$ cat src/rtl/v2c_tl_ul_master.sv
// v2c_tl_ul_master: single-outstanding TileLink-UL master for READ64_64/WRITE64_64.
// Accepts one 64-bit command, issues a Get or PutFullData on the A channel, waits
// for the matching D beat (or a timeout) and returns data/status on a response
// handshake. Non-matching D beats are drained and counted.
// Ports:
//   clk, reset                    clock, synchronous active-high reset
//   cmd_valid/cmd_ready           command handshake (write, addr, wdata)
//   rsp_valid/rsp_ready           response handshake (rdata, error, timeout)
//   a_*                           TL-UL A channel (master -> slave)
//   d_*                           TL-UL D channel (slave -> master)
//   stale_cnt                     saturating count of dropped D beats
//   busy                          transaction engine not idle
module v2c_tl_ul_master #(
  parameter int unsigned ADDR_W      = 32,
  parameter int unsigned SRC_W       = 4,
  parameter int unsigned SRC_ID      = 0,
  parameter int unsigned TIMEOUT_CYC = 4096
) (
  input  logic              clk,
  input  logic              reset,
  input  logic              cmd_valid,
  output logic              cmd_ready,
  input  logic              cmd_write,
  input  logic [ADDR_W-1:0] cmd_addr,
  input  logic [63:0]       cmd_wdata,
  output logic              rsp_valid,
  input  logic              rsp_ready,
  output logic [63:0]       rsp_rdata,
  output logic              rsp_error,
  output logic              rsp_timeout,
  output logic              a_valid,
  input  logic              a_ready,
  output logic [2:0]        a_opcode,
  output logic [2:0]        a_param,
  output logic [2:0]        a_size,
  output logic [SRC_W-1:0]  a_source,
  output logic [ADDR_W-1:0] a_address,
  output logic [7:0]        a_mask,
  output logic [63:0]       a_data,
  input  logic              d_valid,
  output logic              d_ready,
  input  logic [2:0]        d_opcode,
  input  logic [SRC_W-1:0]  d_source,
  input  logic              d_denied,
  input  logic              d_corrupt,
  input  logic [63:0]       d_data,
  output logic [15:0]       stale_cnt,
  output logic              busy
);

  localparam int unsigned CNT_W = $clog2(TIMEOUT_CYC + 1);
  localparam logic [CNT_W-1:0] TMO_LAST = CNT_W'(TIMEOUT_CYC - 1);
  localparam logic [SRC_W-1:0] SRC      = SRC_W'(SRC_ID);
  localparam logic [2:0] OP_GET      = 3'd4;
  localparam logic [2:0] OP_PUT_FULL = 3'd0;
  localparam logic [2:0] OP_ACK      = 3'd0;
  localparam logic [2:0] OP_ACK_DATA = 3'd1;

  typedef enum logic [1:0] {S_IDLE, S_A_SEND, S_D_WAIT, S_RSP} state_t;

  state_t             r_state;
  state_t             w_next_state;
  logic               r_cmd_ready, r_a_valid, r_d_ready, r_rsp_valid, r_busy;
  logic               r_write;
  logic [2:0]         r_a_opcode, r_a_size;
  logic [7:0]         r_a_mask;
  logic [SRC_W-1:0]   r_a_source;
  logic [ADDR_W-1:0]  r_a_address;
  logic [63:0]        r_a_data;
  logic [63:0]        r_rsp_rdata;
  logic               r_rsp_error, r_rsp_timeout;
  logic [CNT_W-1:0]   r_tcnt;
  logic [15:0]        r_stale;

  logic w_cmd_fire, w_a_fire, w_d_fire, w_rsp_fire;
  logic w_misaligned, w_match, w_tmo_hit, w_stale;

  // Handshake and D-beat classification
  always_comb begin
    w_cmd_fire   = cmd_valid & r_cmd_ready;
    w_a_fire     = r_a_valid & a_ready;
    w_d_fire     = d_valid & r_d_ready;
    w_rsp_fire   = r_rsp_valid & rsp_ready;
    w_misaligned = (cmd_addr[2:0] != 3'd0);
    w_match      = (r_state == S_D_WAIT) && w_d_fire && (d_source == SRC) &&
                   (d_opcode == (r_write ? OP_ACK : OP_ACK_DATA));
    // A match on the final count takes precedence over the timeout
    w_tmo_hit    = (r_state == S_D_WAIT) && (r_tcnt == TMO_LAST) && !w_match;
    w_stale      = w_d_fire && !w_match;
  end

  // Next-state logic
  always_comb begin
    w_next_state = r_state;
    case (r_state)
      S_IDLE:   if (w_cmd_fire) w_next_state = w_misaligned ? S_RSP : S_A_SEND;
      S_A_SEND: if (w_a_fire) w_next_state = S_D_WAIT;
      S_D_WAIT: if (w_match || w_tmo_hit) w_next_state = S_RSP;
      S_RSP:    if (w_rsp_fire) w_next_state = S_IDLE;
      default:  w_next_state = S_IDLE;
    endcase
  end

  // State register
  always_ff @(posedge clk) begin
    if (reset) r_state <= S_IDLE;
    else       r_state <= w_next_state;
  end

  // Handshake outputs are registered copies of the next-state decode
  always_ff @(posedge clk) begin
    if (reset) begin
      r_cmd_ready <= 1'b0;
      r_a_valid   <= 1'b0;
      r_d_ready   <= 1'b0;
      r_rsp_valid <= 1'b0;
      r_busy      <= 1'b0;
    end else begin
      r_cmd_ready <= (w_next_state == S_IDLE);
      r_a_valid   <= (w_next_state == S_A_SEND);
      r_d_ready   <= (w_next_state != S_RSP);
      r_rsp_valid <= (w_next_state == S_RSP);
      r_busy      <= (w_next_state != S_IDLE);
    end
  end

  // Command capture, timeout counter, response capture, stale counter
  always_ff @(posedge clk) begin
    if (reset) begin
      r_write       <= 1'b0;
      r_a_opcode    <= 3'd0;
      r_a_size      <= 3'd0;
      r_a_mask      <= 8'd0;
      r_a_source    <= '0;
      r_a_address   <= '0;
      r_a_data      <= 64'd0;
      r_rsp_rdata   <= 64'd0;
      r_rsp_error   <= 1'b0;
      r_rsp_timeout <= 1'b0;
      r_tcnt        <= '0;
      r_stale       <= 16'd0;
    end else begin
      if (w_cmd_fire) begin
        r_write     <= cmd_write;
        r_a_opcode  <= cmd_write ? OP_PUT_FULL : OP_GET;
        r_a_size    <= 3'd3;
        r_a_mask    <= 8'hFF;
        r_a_source  <= SRC;
        r_a_address <= cmd_addr;
        r_a_data    <= cmd_write ? cmd_wdata : 64'd0;
        if (w_misaligned) begin
          r_rsp_rdata   <= 64'd0;
          r_rsp_error   <= 1'b1;
          r_rsp_timeout <= 1'b0;
        end
      end

      if (w_a_fire)                  r_tcnt <= '0;
      else if (r_state == S_D_WAIT)  r_tcnt <= r_tcnt + CNT_W'(1);

      if (w_match) begin
        r_rsp_rdata   <= (!r_write && !(d_denied || d_corrupt)) ? d_data : 64'd0;
        r_rsp_error   <= d_denied | d_corrupt;
        r_rsp_timeout <= 1'b0;
      end else if (w_tmo_hit) begin
        r_rsp_rdata   <= 64'd0;
        r_rsp_error   <= 1'b0;
        r_rsp_timeout <= 1'b1;
      end else if (w_rsp_fire) begin
        r_rsp_rdata   <= 64'd0;
        r_rsp_error   <= 1'b0;
        r_rsp_timeout <= 1'b0;
      end

      if (w_stale && (r_stale != 16'hFFFF)) r_stale <= r_stale + 16'd1;
    end
  end

  assign cmd_ready   = r_cmd_ready;
  assign a_valid     = r_a_valid;
  assign a_opcode    = r_a_opcode;
  assign a_param     = 3'd0;
  assign a_size      = r_a_size;
  assign a_source    = r_a_source;
  assign a_address   = r_a_address;
  assign a_mask      = r_a_mask;
  assign a_data      = r_a_data;
  assign d_ready     = r_d_ready;
  assign rsp_valid   = r_rsp_valid;
  assign rsp_rdata   = r_rsp_rdata;
  assign rsp_error   = r_rsp_error;
  assign rsp_timeout = r_rsp_timeout;
  assign stale_cnt   = r_stale;
  assign busy        = r_busy;

endmodule
$ cat config.mk
export PLATFORM = sky130hd
export DESIGN_NAME = v2c_tl_ul_master
export DESIGN_NICKNAME = d
export VERILOG_FILES = /design/src/rtl/v2c_tl_ul_master.sv
export SDC_FILE = /design/constraint.sdc
export NUM_CORES = 1
export LEC_CHECK = 0
export ABC_AREA = 1
export CORE_AREA = 2 2 149 151
export CTS_CLUSTER_SIZE = 25
export DETAILED_ROUTE_END_ITERATION = 8
export DIE_AREA = 0 0 151 153
export DONT_BUFFER_PORTS = 1
export SLEW_MARGIN = 5
export SYNTH_ARGS = -nofsm -noshare
export SYNTH_HDL_FRONTEND = slang
export SYNTH_SLANG_ARGS = --single-unit
$ cat constraint.sdc
create_clock -name clk -period 1.9 [get_ports clk]
set_input_delay 0.38 -clock clk [delete_from_list [all_inputs] [get_ports clk]]
set_output_delay 0.38 -clock clk [all_outputs]
set_load 0.01 [all_outputs]
==> results.py <==
metrics = {
    "status": {
        "outcome": "completed",
    },
    "drt": {
        "antenna_left": 0,
        "top_layer": "met4",
        "drt_iter0_markers": 395,
        "drcViolationCount": 0,
        "via_per_inst": 5.12,
        "first_pass_iters": 6,
        "met1_length_um": 9530,
        "dr_wl_met3_um": 2640,
        "met2WireLength_um": 12500,
        "detail_route.wl_per_cell_um": 18.2,
        "vias": 7077,
        "wirelength_um": 25100,
    },
    "logic_synthesis": {
        "yosys_warnings": 0,
        "synth.avg_cell_area_um2": 7.67,
        "synth-seq-cells": 201,
        "synth.distinct_cells": 32,
        "synth_cells": 1046,
        "synth_seq_area_share_pct": 50.1,
        "netlist_area_um2": 8030,
    },
    "floorplan": {
        "die_h_um": 153,
        "num_io_pins": 380,
        "start_util_pct": 37.4,
        "dieArea_um2": 23100,
        "std_cell_rows": 54,
        "fp.dieW_um": 151,
        "core-area_um2": 21500,
    },
    "setup_path": {
        "worst-path-max-fanout": 9,
        "worstPathArrival_ns": 2.22,
        "crit_required_ns": 2.32,
        "criticalPathCategory": "flip-flop to flip-flop",
        "worstSetupStartpointType": "flip-flop",
        "ff2ff_setup_slack_ns": 0.11,
        "crit_path_end_kind": "flip-flop",
    },
    "sta": {
        "finalSetupTns_ns": 0,
        "period_share_pct": 94.3,
        "rsz0062_at_grt": "false",
        "finalHoldViolCount": 0,
        "clock.fmax_mhz": 558,
        "period_minus_slack_ns": 1.79,
        "layout_setup_ws_ns": 0.108,
        "skew_ns": 0.00592,
        "setup_viol": 0,
        "drv_slew": 0,
    },
    "placement": {
        "finalWeightedCongestion": 0.855,
        "dp_hpwl_um": 15900,
        "pre_cts_ws_ns": 0.215,
        "port-buffer-count": 0,
    },
    "pwr": {
        "power_density_nw_per_um2": 1050,
        "vdd_drop_max_mv": 0.693,
        "leakage_nw": 3.61,
    },
    "layout": {
        "final_common_cell": "nand2_1",
        "drive_gt1_share_pct": 8.62,
        "fin_nets": 1266,
        "areaGrowthSynthToFinish_pct": 20.1,
        "diodes": 0,
        "final_cell_mix": "nand2_1 (287), dfxtp_1 (200), a21oi_1 (156)",
    },
    "global_route": {
        "grt_antenna_before_repair": 0,
        "gr-total-overflow": 0,
        "first_global_vias": 6752,
        "grt_pass1_wl_um": 35700,
        "grt_max_degree": 152,
        "grt_usage_pct": 19.2,
    },
    "clock_network": {
        "htree_levels": 1,
        "clk_pin_slew_ns": 0.06,
        "cts_tree": "built",
        "root_buffer": "clkbuf_16",
        "clk_latency_ns": 0.49,
        "cts.sinks": 201,
        "max-clock-path-buffers": 3,
        "cts_buffers": 23,
    },
    "flow_run": {
        "maxCapViolCount": 0,
    },
    "worst_hold_path": {
        "min_path_type": "input port to flip-flop",
    },
}
synth_stat cells, drive strengths merged:
library cell / instances / area (um^2)
xor2: 12 / 105
dfxtp: 201 / 4020
o21ai: 37 / 185
nor3b: 2 / 15.0
nor2: 107 / 448
buf: 51 / 359
xnor2: 4 / 35.0
nor3: 6 / 30.0
clkinv: 2 / 7.51
nand3: 19 / 125
ha: 2 / 25.0
nand4: 73 / 463
a21oi: 156 / 781
clkbuf: 39 / 146
conb: 1 / 3.75
a31oi: 1 / 6.26
or2: 2 / 12.5
inv: 39 / 146
a211oi: 1 / 7.51
nand2: 291 / 1100
per-stage QoR:
| step | power (mW) | std cells | utilization (%) | instance area, um^2 | hold slack (ns) |
|---|---|---|---|---|---|
| floorplan | 5.69 | 1055 | - | 8060 | 0.438 |
| global placement | 5.91 | 1283 | 38.5 | 8260 | 0.454 |
| detailed placement | 5.92 | 1283 | 38.5 | 8260 | 0.455 |
| CTS | 10.2 | 1376 | 44.2 | 9500 | -0.0616 |
| global route | 10.6 | 1382 | 44.9 | 9640 | 0.0137 |
| finish | 10.1 | 1382 | 44.9 | 9640 | 0.0314 |
where the power goes:
part | total, mW | switching, mW | internal, mW
Clock | 4.09 | 1.67 | 2.42
Combinational | 1.23 | 0.797 | 0.438
Sequential | 4.80 | 0.314 | 4.49
Total | 10.1 | 2.78 | 7.34
what timing repair did:
item                                   in CTS  in global routing
gates resized for setup                     0                  3
hold buffers                               54                  2
setup endpoints to repair                   0                 52
buffers inserted                            0                  0
endpoints found under the hold margin     148                 59
layer usage:
metal	track usage (%)	vias up
li1	-	3501
met3	6.96	27
met4	5.25	0
met5	0	-
met1	21.1	3252
met2	34.5	297
cell type report:
cell class                      count  area [um^2]
Fill cell                        2172        11800
Sequential cell                   201         4030
Multi-Input combinational cell    723         3390
Timing Repair Buffer               98         1020
Clock buffer                       36          674
Tap cell                          280          350
Inverter                           41          159
Clock inverter                      3         17.5
logic make-up (layout without fill, tap and decap cells):
kind of cell,Yosys count,count (layout),share of synthesized area [%]
AO/OA/AOI/OAI,195,195,12.2
flip-flops,201,201,50.1
AND/OR/NAND/NOR,500,500,27.3
buffers and inverters,131,178,8.22
XOR/XNOR,16,16,1.75
adder cells (fa/ha/maj),2,2,0.312
other,1,10,0.0467
state kept, by name, summed over array words and instances, names as in the netlist:
name	count
cmd_ready	1
d_ready	1
a_valid	1
busy	1
r_state	2
stale_cnt	16
a_data	64
a_size	1
r_tcnt	13
a_address	32
r_write	1
rsp_valid	1
rsp_timeout	1
rsp_error	1
rsp_rdata	64
a_opcode	1
final timing paths:
check	startpoint	to	depth (start not counted)
worst max-delay path	cmd_ready$_SDFF_PP0_	a_data[53]$_SDFFE_PP0P_	8
worst min-delay path	d_data[39]	rsp_rdata[39]$_SDFFE_PP0P_	2
worst max register to register	cmd_ready$_SDFF_PP0_	a_data[53]$_SDFFE_PP0P_	8
worst min register to register	r_tcnt[10]$_SDFFE_PP0P_	r_tcnt[10]$_SDFFE_PP0P_	2
worst max-delay path, stage by stage, from the launching register on:
cell           delay [ns]
dfxtp_2              0.36
nand2_4              0.06
inv_1                0.08
nand2_1              0.12
clkinv_4             0.14
buf_12               0.16
nand2_1              0.05
a21oi_1              0.15
dlygate4sd3_1        0.60
No activity file was read; power rests on OpenSTA's default activity.
